File: src/rtl/dr_memreq_sched_pkg.sv
// Shared types and constants for the directory-bank memory request scheduler.
package dr_memreq_sched_pkg;

    localparam int DEF_PADDR_W = 50;
    localparam int DEF_CMD_W   = 3;
    localparam int DEF_DRID_W  = 6;

    // Prefetch cancellation compares addresses at 64B line granularity.
    localparam int LINE_OFF = 6;

    // Command driven on drtomem_req for prefetch grants.
    localparam logic [DEF_CMD_W-1:0] PF_CMD_DEF = 3'd0;

    // One request as it leaves on the drtomem_req channel.
    typedef struct packed {
        logic [DEF_PADDR_W-1:0] paddr;
        logic [DEF_CMD_W-1:0]   cmd;
        logic [DEF_DRID_W-1:0]  drid;
    } I_drmem_sched_req_type;

    // Which source the arbiter picked this cycle.
    typedef enum logic [1:0] {
        GNT_NONE = 2'd0,
        GNT_DEM  = 2'd1,
        GNT_PF   = 2'd2
    } gnt_src_e;

endpackage

File: src/rtl/dr_memreq_sched_pf_queue.sv
// Drop-oldest prefetch FIFO. Every entry carries a valid bit so a demand to
// the same line can cancel it in place; cancelled entries are skipped at the
// head one per cycle. drop_cnt reports how many prefetches died this cycle.
module dr_pf_queue
    import dr_memreq_sched_pkg::*;
#(
    parameter int PADDR_W  = 50,
    parameter int PF_DEPTH = 8,
    localparam int AW = $clog2(PF_DEPTH),
    localparam int CW = $clog2(PF_DEPTH + 2),
    localparam int LW = PADDR_W - LINE_OFF
) (
    input  logic               clk,
    input  logic               reset,
    input  logic               push,
    input  logic [PADDR_W-1:0] push_paddr,
    input  logic               grant,
    input  logic               cancel,
    input  logic [LW-1:0]      cancel_line,
    output logic               head_valid,
    output logic [PADDR_W-1:0] head_paddr,
    output logic               any_valid,
    output logic [CW-1:0]      drop_cnt
);

    logic [PADDR_W-1:0]  mem [PF_DEPTH];
    logic [PF_DEPTH-1:0] vld;
    logic [PF_DEPTH-1:0] vld_nxt;
    logic [PF_DEPTH-1:0] hit;
    logic [AW-1:0]       head;
    logic [AW-1:0]       tail;
    logic [AW:0]         count;
    logic                nonempty;
    logic                full;
    logic                pop;
    logic                in_hit;
    logic                do_push;
    logic                overwrite;

    // Head view, pop/push/overwrite decisions, cancel matches and drop count.
    always_comb begin
        nonempty   = (count != '0);
        full       = (count == (AW+1)'(PF_DEPTH));
        head_valid = nonempty & vld[head];
        head_paddr = mem[head];
        any_valid  = |vld;
        // Invalid heads leave without a grant; valid heads leave on grant.
        pop        = nonempty & (~vld[head] | grant);
        in_hit     = cancel & (push_paddr[PADDR_W-1:LINE_OFF] == cancel_line);
        do_push    = push & ~in_hit;
        overwrite  = do_push & full & ~pop;
        hit        = '0;
        for (int i = 0; i < PF_DEPTH; i++) begin
            hit[i] = cancel & vld[i] & (mem[i][PADDR_W-1:LINE_OFF] == cancel_line);
        end
        drop_cnt = '0;
        for (int i = 0; i < PF_DEPTH; i++) begin
            drop_cnt = drop_cnt + CW'(hit[i]);
        end
        drop_cnt = drop_cnt + CW'(in_hit);
        // A head that is cancelled this same cycle is already counted once.
        drop_cnt = drop_cnt + CW'(overwrite & ~hit[head]);
        vld_nxt  = vld & ~hit;
        if (pop) begin
            vld_nxt[head] = 1'b0;
        end
        // When full, tail == head, so a push reuses the slot just popped.
        if (do_push) begin
            vld_nxt[tail] = 1'b1;
        end
    end

    // Pointers, occupancy and valid bits.
    always_ff @(posedge clk) begin
        if (reset) begin
            head  <= '0;
            tail  <= '0;
            count <= '0;
            vld   <= '0;
        end else begin
            vld <= vld_nxt;
            if (do_push) begin
                tail <= tail + AW'(1);
            end
            if (pop | overwrite) begin
                head <= head + AW'(1);
            end
            count <= count + (AW+1)'(do_push & ~overwrite) - (AW+1)'(pop);
        end
    end

    // Address storage; contents are qualified by the valid bits.
    always_ff @(posedge clk) begin
        if (do_push) begin
            mem[tail] <= push_paddr;
        end
    end

endmodule

File: src/rtl/dr_memreq_sched.sv
// Directory-bank scheduler owning the drtomem_req channel: a one-entry demand
// buffer and a prefetch queue are arbitrated into a registered output stage,
// each grant takes the lowest free DRID, and memtodr_ack returns DRIDs.
//
// Handshake: every channel transfers on a cycle where valid & ~retry. While
// drtomem_req_valid & drtomem_req_retry the request payload is held stable.
module dr_memreq_sched
    import dr_memreq_sched_pkg::*;
#(
    parameter int PADDR_W    = DEF_PADDR_W,
    parameter int CMD_W      = DEF_CMD_W,
    parameter int DRID_W     = DEF_DRID_W,
    parameter int NUM_DRID   = 16,
    parameter int PF_DEPTH   = 8,
    parameter logic [CMD_W-1:0] PF_CMD = CMD_W'(PF_CMD_DEF),
    parameter int STARVE_MAX = 4,
    localparam int OW = $clog2(NUM_DRID + 1)
) (
    input  logic               clk,
    input  logic               reset,
    input  logic               dem_valid,
    output logic               dem_retry,
    input  logic [PADDR_W-1:0] dem_paddr,
    input  logic [CMD_W-1:0]   dem_cmd,
    input  logic               pf_valid,
    output logic               pf_retry,
    input  logic [PADDR_W-1:0] pf_paddr,
    output logic               drtomem_req_valid,
    input  logic               drtomem_req_retry,
    output logic [PADDR_W-1:0] drtomem_req_paddr,
    output logic [CMD_W-1:0]   drtomem_req_cmd,
    output logic [DRID_W-1:0]  drtomem_req_drid,
    input  logic               memtodr_ack_valid,
    input  logic [DRID_W-1:0]  memtodr_ack_drid,
    output logic               memtodr_ack_retry,
    output logic [OW-1:0]      outstanding,
    output logic [15:0]        pf_drop_cnt,
    output logic               err_ack
);

    localparam int QCW = $clog2(PF_DEPTH + 2);
    localparam int SW  = $clog2(STARVE_MAX + 1);

    logic               dem_full;
    logic [PADDR_W-1:0] dem_buf_paddr;
    logic [CMD_W-1:0]   dem_buf_cmd;
    logic               dem_acc;
    logic               dem_pop;
    logic [NUM_DRID-1:0] free_map;
    logic [NUM_DRID-1:0] alloc_oh;
    logic [NUM_DRID-1:0] ack_oh;
    logic [DRID_W-1:0]  alloc_idx;
    logic               ack_ok;
    logic               ack_bad;
    logic               can_grant;
    logic               pf_turn;
    logic               granted;
    gnt_src_e           gnt_src;
    logic [SW-1:0]      starve_cnt;
    logic               q_head_valid;
    logic               q_any_valid;
    logic [PADDR_W-1:0] q_head_paddr;
    logic [QCW-1:0]     q_drop;

    assign pf_retry          = 1'b0;
    assign memtodr_ack_retry = 1'b0;

    dr_pf_queue #(
        .PADDR_W  (PADDR_W),
        .PF_DEPTH (PF_DEPTH)
    ) u_pf_queue (
        .clk         (clk),
        .reset       (reset),
        .push        (pf_valid),
        .push_paddr  (pf_paddr),
        .grant       (gnt_src == GNT_PF),
        .cancel      (dem_acc),
        .cancel_line (dem_paddr[PADDR_W-1:LINE_OFF]),
        .head_valid  (q_head_valid),
        .head_paddr  (q_head_paddr),
        .any_valid   (q_any_valid),
        .drop_cnt    (q_drop)
    );

    // Arbitration: demand first unless a waiting prefetch has been starved.
    always_comb begin
        can_grant = (~drtomem_req_valid | ~drtomem_req_retry) & (|free_map);
        pf_turn   = q_head_valid & (starve_cnt == SW'(STARVE_MAX));
        gnt_src   = GNT_NONE;
        if (can_grant) begin
            if (dem_full & ~pf_turn) begin
                gnt_src = GNT_DEM;
            end else if (q_head_valid) begin
                gnt_src = GNT_PF;
            end
        end
        granted   = (gnt_src != GNT_NONE);
        dem_pop   = (gnt_src == GNT_DEM);
        dem_retry = dem_full & ~dem_pop;
        dem_acc   = dem_valid & ~dem_retry;
    end

    // Lowest free DRID, and validation of the returning ack against the pool.
    always_comb begin
        alloc_idx = '0;
        alloc_oh  = '0;
        for (int i = NUM_DRID - 1; i >= 0; i--) begin
            if (free_map[i]) begin
                alloc_idx = DRID_W'(i);
                alloc_oh  = NUM_DRID'(1) << i;
            end
        end
        ack_oh  = '0;
        ack_bad = memtodr_ack_valid;
        if (memtodr_ack_valid) begin
            for (int i = 0; i < NUM_DRID; i++) begin
                if ((memtodr_ack_drid == DRID_W'(i)) && !free_map[i]) begin
                    ack_oh[i] = 1'b1;
                    ack_bad   = 1'b0;
                end
            end
        end
        ack_ok = |ack_oh;
    end

    // Registered output stage: load on grant, clear once the request transfers.
    always_ff @(posedge clk) begin
        if (reset) begin
            drtomem_req_valid <= 1'b0;
            drtomem_req_paddr <= '0;
            drtomem_req_cmd   <= '0;
            drtomem_req_drid  <= '0;
        end else if (granted) begin
            drtomem_req_valid <= 1'b1;
            drtomem_req_paddr <= dem_pop ? dem_buf_paddr : q_head_paddr;
            drtomem_req_cmd   <= dem_pop ? dem_buf_cmd : PF_CMD;
            drtomem_req_drid  <= alloc_idx;
        end else if (!drtomem_req_retry) begin
            drtomem_req_valid <= 1'b0;
        end
    end

    // One-entry demand buffer; a new demand may enter in the cycle it drains.
    always_ff @(posedge clk) begin
        if (reset) begin
            dem_full      <= 1'b0;
            dem_buf_paddr <= '0;
            dem_buf_cmd   <= '0;
        end else if (dem_acc) begin
            dem_full      <= 1'b1;
            dem_buf_paddr <= dem_paddr;
            dem_buf_cmd   <= dem_cmd;
        end else if (dem_pop) begin
            dem_full <= 1'b0;
        end
    end

    // DRID pool: an acked DRID only becomes allocatable from the next cycle.
    always_ff @(posedge clk) begin
        if (reset) begin
            free_map    <= '1;
            outstanding <= '0;
            err_ack     <= 1'b0;
        end else begin
            free_map    <= (free_map & ~(granted ? alloc_oh : '0)) | ack_oh;
            outstanding <= outstanding + OW'(granted) - OW'(ack_ok);
            err_ack     <= err_ack | ack_bad;
        end
    end

    // Starvation counter and the wrapping prefetch drop counter.
    always_ff @(posedge clk) begin
        if (reset) begin
            starve_cnt  <= '0;
            pf_drop_cnt <= '0;
        end else begin
            pf_drop_cnt <= pf_drop_cnt + 16'(q_drop);
            if ((gnt_src == GNT_PF) || !q_any_valid) begin
                starve_cnt <= '0;
            end else if (dem_pop && (starve_cnt != SW'(STARVE_MAX))) begin
                starve_cnt <= starve_cnt + SW'(1);
            end
        end
    end

endmodule

File: config.mk
export PLATFORM = sky130hd
export DESIGN_NAME = dr_memreq_sched
export DESIGN_NICKNAME = d
export VERILOG_FILES = /design/src/rtl/dr_memreq_sched_pkg.sv /design/src/rtl/dr_memreq_sched_pf_queue.sv /design/src/rtl/dr_memreq_sched.sv
export SDC_FILE = /design/constraint.sdc
export NUM_CORES = 1
export LEC_CHECK = 0
export BUFFER_PORTS_ARGS = -buffer_cell sky130_fd_sc_hd__buf_4
export CORE_ASPECT_RATIO = 0.7
export CORE_MARGIN = 2
export CORE_UTILIZATION = 40
export DETAILED_ROUTE_END_ITERATION = 16
export REMOVE_ABC_BUFFERS = 1
export SYNTH_ARGS = -nofsm -noshare
export SYNTH_HDL_FRONTEND = slang
export SYNTH_SLANG_ARGS = --single-unit
export TNS_END_PERCENT = 100
File: constraint.sdc
create_clock -name clk -period 8.2 [get_ports clk]
set_input_delay 2.05 -clock clk [delete_from_list [all_inputs] [get_ports clk]]
set_output_delay 2.05 -clock clk [all_outputs]
set_load 0.01 [all_outputs]
==> results of run 1 <==
where the power goes:
part	internal, uW	leakage (uW)	switching (uW)
logic	948	0.00586	1080
clock network	1540	0.000947	1150
registers	3260	0.00506	187
total	5750	0.0119	2420
cells in the mapped netlist, types with 10 or more instances:
| cell | instances |
|---|---|
| edfxtp_1 | 400 |
| xnor2_1 | 345 |
| nand2_1 | 246 |
| dfxtp_1 | 174 |
| a21oi_1 | 124 |
| mux4_2 | 102 |
| nand4_1 | 83 |
| clkbuf_1 | 74 |
| inv_1 | 59 |
| mux2i_1 | 55 |
| o211ai_1 | 55 |
| nor2_1 | 54 |
| xor2_1 | 38 |
| buf_2 | 35 |
| nor4_1 | 34 |
| ha_1 | 24 |
| nand3_1 | 24 |
| buf_1 | 19 |
| nor3_1 | 13 |
| o21ai_0 | 13 |
| o22ai_1 | 13 |
| o311ai_0 | 12 |
| nand2b_1 | 10 |
| o21ai_1 | 10 |
cells by family after synthesis:
group                    Yosys count
multiplexers                     158
XOR/XNOR                         384
flip-flops                       574
AO/OA/AOI/OAI                    297
buffers and inverters            209
adder cells (fa/ha/maj)           33
other                              1
AND/OR/NAND/NOR                  504
final cells by class:
class,instances,area share [%]
Multi-Input combinational cell,1380,33.36
Tap cell,902,3.326
Clock inverter,21,0.5899
Timing Repair Buffer,501,11.17
Inverter,69,0.8001
Clock buffer,89,5.066
Sequential cell,574,45.69
final timing paths:
path	from	endpoint	slack, ns
worst min register to register	drtomem_req_paddr[38]$_SDFFE_PP0N_	drtomem_req_paddr[38]$_SDFFE_PP0N_	0.45
worst max register to register	u_pf_queue.mem[2][36]$_DFFE_PP_	pf_drop_cnt[7]$_SDFF_PP0_	1.30
worst max-delay path	dem_paddr[23]	pf_drop_cnt[7]$_SDFF_PP0_	0.16
worst min-delay path	drtomem_req_paddr[38]$_SDFFE_PP0N_	drtomem_req_paddr[38]$_SDFFE_PP0N_	0.45
critical path: cells and delay by family:
kind | cells | cell delay, ns
XOR/XNOR | 2 | 0.38
AO/OA/AOI/OAI | 4 | 0.69
multiplexers | 2 | 0.79
buffers and inverters | 4 | 0.50
adder cells (fa/ha/maj) | 6 | 2.83
AND/OR/NAND/NOR | 6 | 1.26
metal layers:
| metal | up-vias | wire [um] | share of wire (%) |
|---|---|---|---|
| met5 | - | 14 | 0.014 |
| met4 | 2 | 1765 | 1.8 |
| met3 | 104 | 10890 | 11 |
| met2 | 1008 | 42580 | 42 |
| met1 | 10330 | 45500 | 45 |
| li1 | 8818 | - | - |
registers in the layout, indices dropped and copies added (netlist names), named ones only:
| name | cells |
|---|---|
| u_pf_queue.vld | 8 |
| dem_buf_paddr | 50 |
| drtomem_req_valid | 1 |
| err_ack | 1 |
| u_pf_queue.tail | 3 |
| u_pf_queue.mem | 400 |
| u_pf_queue.head | 3 |
| pf_drop_cnt | 16 |
| drtomem_req_paddr | 50 |
| starve_cnt | 3 |
| outstanding | 5 |
| drtomem_req_drid | 4 |
| drtomem_req_cmd | 3 |
| dem_buf_cmd | 3 |
| dem_full | 1 |
| free_map | 16 |
| u_pf_queue.count | 4 |
through the flow:
stage	setup slack, ns	power, uW
floorplan	0.1675	4727
global placement	-0.6984	5488
detailed placement	-0.6695	5526
CTS	0.06946	8209
global route	-0.01029	8479
finish	0.1600	8165
what timing repair did:
action,4_1_cts,5_1_grt
hold buffers,0,0
gates resized for setup,1,25
setup buffers,0,0
setup endpoints to repair,1,7
pin swaps,0,5
==> flow_summary.yaml, run 1 <==
clock_tree:
  cts_tree: "built"
  clock_sinks: 574
  cts_made_buffers: 58
  ctsLongestPathBuffers: 3
  clk_latency_ns: 0.65
  cts_root_buffer: "clkbuf_16"
  h-tree-depth: 2
  clkSlewWorstSetupHoldPaths_ns: 0.06
setup_path:
  crit_chain: "buf_4, buf_4, xnor2_2, nand4_1, nor4_2, nand3_1, mux4_2, mux2_2, o211ai_2, fa_1, fa_1, fa_1, fa_1, fa_1, inv_1, ha_1, a21o_1, a21oi_2, nor2b_1, o21ai_1, inv_1, and3_1, xnor2_1, nor2_1"
  crit_path_end_kind: "register"
  cp-start-kind: "input pin"
  r2r_cells: 22
  worstSetupPathType: "input pin to register"
  cp.required_ns: 8.70
  cp_common_cell: "fa_1"
  path_max_fanout: 7
  critPathSlowestCell: "fa_1"
  slowest_delay_ns: 0.59
  arrival_ns: 8.54
floorplanning:
  io_pins: 200
  chipHeight_um: 223.3
  fp-row-count: 80
  core_region_area_um2: 68070
  initial_core_util_pct: 40.37
  dieWidth_um: 317.3
  die_area_um2: 70850
min_path:
  hold_path_class: "register to register"
  min_path_cells: 2
cells_and_area:
  final_util_pct: 49.86
  layout_commonest_cell: "buf_4"
  layout-drive-gt1-share_pct: 28.63
  num_antenna_cells: 0
  instances_no_fill: 3536
  area_growth_pct: 23.49
  fin_area_um2: 33940
  final_nets: 2732
  multiInputGateArea_um2: 11320
  regArea_um2: 15510
  layout_common_cells: "buf_4 (498), edfxtp_1 (400), xnor2_1 (334), nand2_1 (245), dfxtp_1 (171)"
  n_fill_cell: 6071
timing:
  finClkSkew_ns: 0.02597
  drv_slew: 0
  fmax_mhz: 124.4
  fin_crit_sh_pct: 98.05
  final_hold_viol_count: 0
  setup-violations-final: 0
  fin_setup_tns_ns: 0
  fin_hold_ws_ns: 0.4522
  finalCriticalPeriod_ns: 8.040
  tightest_slew_ns: 1.218
  slew_headroom_pct: 18.61
placed_design:
  port_buffers: 195
  globalplace.congestion: 1.016
  place_area_um2: 31860
  place_inst: 3426
  hpwl_mm: 71.93
pwr:
  max-vdd-ir-drop_mv: 0.1734
  p_per_area_nw_per_um2: 240.6
  power.leakage_uw: 0.01186
synthesis:
  synthCells: 2160
  ys_warn_count: 0
  synth_mux_area_share_pct: 10.40
  synth.distinct_cells: 75
  synth_top_cell_area_share_pct: 43.71
  synth.cell_area_um2: 27480
  synthTopCellsByArea: "edfxtp_1 (44%), dfxtp_1 (13%), xnor2_1 (11%)"
  synthSimpleGateAreaFrac_pct: 8.701
  synthAdderAreaFrac_pct: 1.748
  async_flop_share_pct: 0
  synth_area_leader_cell: "edfxtp_1"
  ys_seq_area_share_pct: 56.39
  ys.flop_type: "edfxtp_1"
  synthXorXnorAreaFrac_pct: 12.31
  synth_edf_count: 400
  avgSynthCellArea_um2: 12.72
  ys_ff_latch: 574
  synth_compound_area_share_pct: 7.148
  synth_top_family_by_area: "XOR/XNOR gates"
global_route:
  grt_antenna_before_repair: 4
  grt_util_met1_pct: 44.46
  grt_pass1_vias: 19260
  grt_pass1_wl_mm: 142.5
  grt_busiest_layer: "met1"
  gr-usage-met3_pct: 5.949
  use_met2_pct: 40.04
  grt_max_degree: 65
  grt-ovfl-total: 0
  globalRouteTotalUtil_pct: 28.28
job:
  maxCapViolations: 0
detailed_routing:
  drt_iter0_drc: 2533
  firstDrtPassIters: 5
  dr_total_vias: 20260
  routed_wl_mm: 100.7
  drc: 0
  ant_nets: 0
  via_per_inst: 5.730
  wl_per_cell_um: 28.49
status:
  status: "finished clean"
No activity file was read; power rests on OpenSTA's default activity.
==> inputs of run 2 (changes only) <==
==> constraint.sdc (replaced) <==
create_clock -name clk -period 8.2 [get_ports clk]
set_input_delay 0.41 -clock clk [delete_from_list [all_inputs] [get_ports clk]]
set_output_delay 0.41 -clock clk [all_outputs]
set_load 0.01 [all_outputs]
==> run 2 against run 1 <==
Register-to-register slack lost 0.51 ns. Sequential share of layout area is 2.9 points higher. Critical path type is now register to register. Final cell count fell by 7.2%. Worst hold slack got worse by 0.42 ns. Non-clock buffer count is 254 lower. Die area unchanged. Total power fell by 1.2%.
==> flow_summary.yaml, run 2 (same netlist as run 1, synthesis figures left out) <==
status:
  status: "finished clean"
floorplanning:
  core_region_area_um2: 68070
  initial_core_util_pct: 40.37
  io_pins: 200
  die_area_um2: 70850
  chipHeight_um: 223.3
  dieWidth_um: 317.3
  fp-row-count: 80
setup_path:
  cp.required_ns: 8.69
  worstSetupPathType: "register to register"
  cp-start-kind: "register"
  arrival_ns: 7.89
  regToRegStartpoint: "u_pf_queue.mem[3][43]$_DFFE_PP_"
  crit_path_end_kind: "register"
  path_max_fanout: 5
  r2r_cells: 24
  cp-startpoint: "u_pf_queue.mem[3][43]$_DFFE_PP_"
timing:
  tightest_slew_ns: 1.089
  fin_setup_tns_ns: 0
  final_hold_viol_count: 0
  fmax_mhz: 135.0
  slew_headroom_pct: 27.38
  rsz0062_at_grt: "no"
  setup-violations-final: 0
  fin_crit_sh_pct: 90.33
  finalCriticalPeriod_ns: 7.407
  drv_slew: 0
  finClkSkew_ns: 0.03718
  layout_setup_ws_ns: 0.7925
cells_and_area:
  regArea_um2: 15510
  layout-drive-gt1-share_pct: 19.37
  top_regs: "u_pf_queue.mem: 400 flops, dem_buf_paddr: 50 flops, drtomem_req_paddr: 50 flops"
  layout_commonest_cell: "edfxtp_1"
  layout_common_cells: "edfxtp_1 (400), xnor2_1 (345), nand2_1 (245), buf_4 (224), dfxtp_1 (171)"
  largest_reg_flops: 400
  area_growth_pct: 16.11
  n_fill_cell: 6042
  final_nets: 2479
  multiInputGateArea_um2: 11160
  top_register: "u_pf_queue.mem"
  fin_area_um2: 31910
detailed_routing:
  drc: 0
  ant_nets: 0
  firstDrtPassIters: 5
  wl_per_cell_um: 29.68
  via_per_inst: 5.796
  dr_total_vias: 19030
  routed_wl_mm: 97.45
  wl_met1_mm: 43.80
  highest-signal-layer: "met4"
  route.met2.wl_mm: 40.31
  drt_iter0_drc: 2461
  wl_met3_mm: 11.54
clock_tree:
  cts_root_buffer: "clkbuf_16"
  h-tree-depth: 2
  ctsLongestPathBuffers: 3
  cts_tree: "built"
  clkSlewWorstSetupHoldPaths_ns: 0.06
  cts_made_buffers: 59
  clk_latency_ns: 0.65
  clock_sinks: 574
  postCtsSetupBuffers: 0
min_path:
  hold_path_class: "input pin to register"
  min_from: "pf_paddr[43]"
  min_path_cells: 1
global_route:
  grt-ovfl-total: 0
  grt_max_degree: 65
  grt_antenna_before_repair: 1
  globalRouteTotalUtil_pct: 27.46
  grt_pass1_wl_mm: 138.0
  grt_pass1_vias: 18260
placed_design:
  dpl_worst_slack_ns: 0.7031
  port_buffers: 195
  hpwl_mm: 68.46
  place_area_um2: 29760
  globalplace.congestion: 1.023
job:
  maxCapViolations: 0
pwr:
  p_per_area_nw_per_um2: 252.9
  max-vdd-ir-drop_mv: 0.1613
  power.leakage_uw: 0.01053
==> run 2: cell types whose count changed in the layout (fill, tap and decap cells not counted), moves of 2 or more <==
cell and delta:
clkinvlp_4 +4, buf_4 -274, nor4_2 -9, clkbuf_1 -2, buf_12 -2, nor4_1 +9, xnor2_1 +11, xnor2_2 -11
clkinv_2 +6, dlygate4sd3_1 +22, clkinv_1 -4, clkbuf_8 -5
==> run 2: path summary, 6_finish.rpt <==
kind	slack (ns)	to
max	0.79	pf_drop_cnt[7]$_SDFF_PP0_
max reg2reg	0.79	pf_drop_cnt[7]$_SDFF_PP0_
min reg2reg	0.45	dem_buf_paddr[5]$_SDFFE_PP0N_
min	0.03	u_pf_queue.mem[4][43]$_DFFE_PP_
==> run 2: what timing repair did <==
item,in CTS,in global routing
hold buffers,22,0
hold endpoints to repair,115,0
resized for setup,0,0
==> run 2: cell type report <==
class	instances	area share [%]
clock inverters	27	0.8078
repair buffers	247	5.996
flip-flops and latches	574	48.60
well taps	902	3.537
inverters	69	0.8509
clock buffers	83	5.227
diodes	1	0.007843
multi-input cells	1380	34.98
==> run 2: stage by stage <==
step                power (uW)  instances  utilization [%]  hold slack [ns]
detailed placement        5403       3150            43.72           0.4464
CTS                       8137       3282            46.87        0.0004700
floorplan                 4727       2023                -           0.4300
finish                    8068       3283            46.88          0.03248
global route              8400       3283            46.88          0.02475
global placement          5385       3150            43.72           0.4411
==> run 2: critical path, stage by stage (launching register included) <==
cell and delay, ns:
edfxtp_1 0.43, xnor2_1 0.79, nand4_1 0.22, nor4_1 0.45, buf_4 0.21, nand4_1 0.09
o211ai_1 0.24, o21ai_0 0.13, mux2_2 0.33, o211ai_2 0.17, fa_1 0.47, fa_1 0.52
fa_1 0.52, fa_1 0.48, fa_1 0.58, inv_1 0.05, ha_1 0.26, a21o_1 0.18
a21oi_1 0.16, nor2b_1 0.07, o21ai_0 0.27, inv_1 0.17, and3_1 0.23, xnor2_1 0.16
nor2_1 0.05
==> run 2: report_power, final <==
part	switching, uW	total (uW)	internal, uW
Clock	1180	2720	1540
Combinational	1060	1910	852
Sequential	176	3440	3260
==> run 2: per-layer routing <==
metal,track usage (%),up-vias
met2,37.41,926
met1,41.74,9697
met4,5.588,0
met5,0,-
met3,9.658,117
li1,-,8289
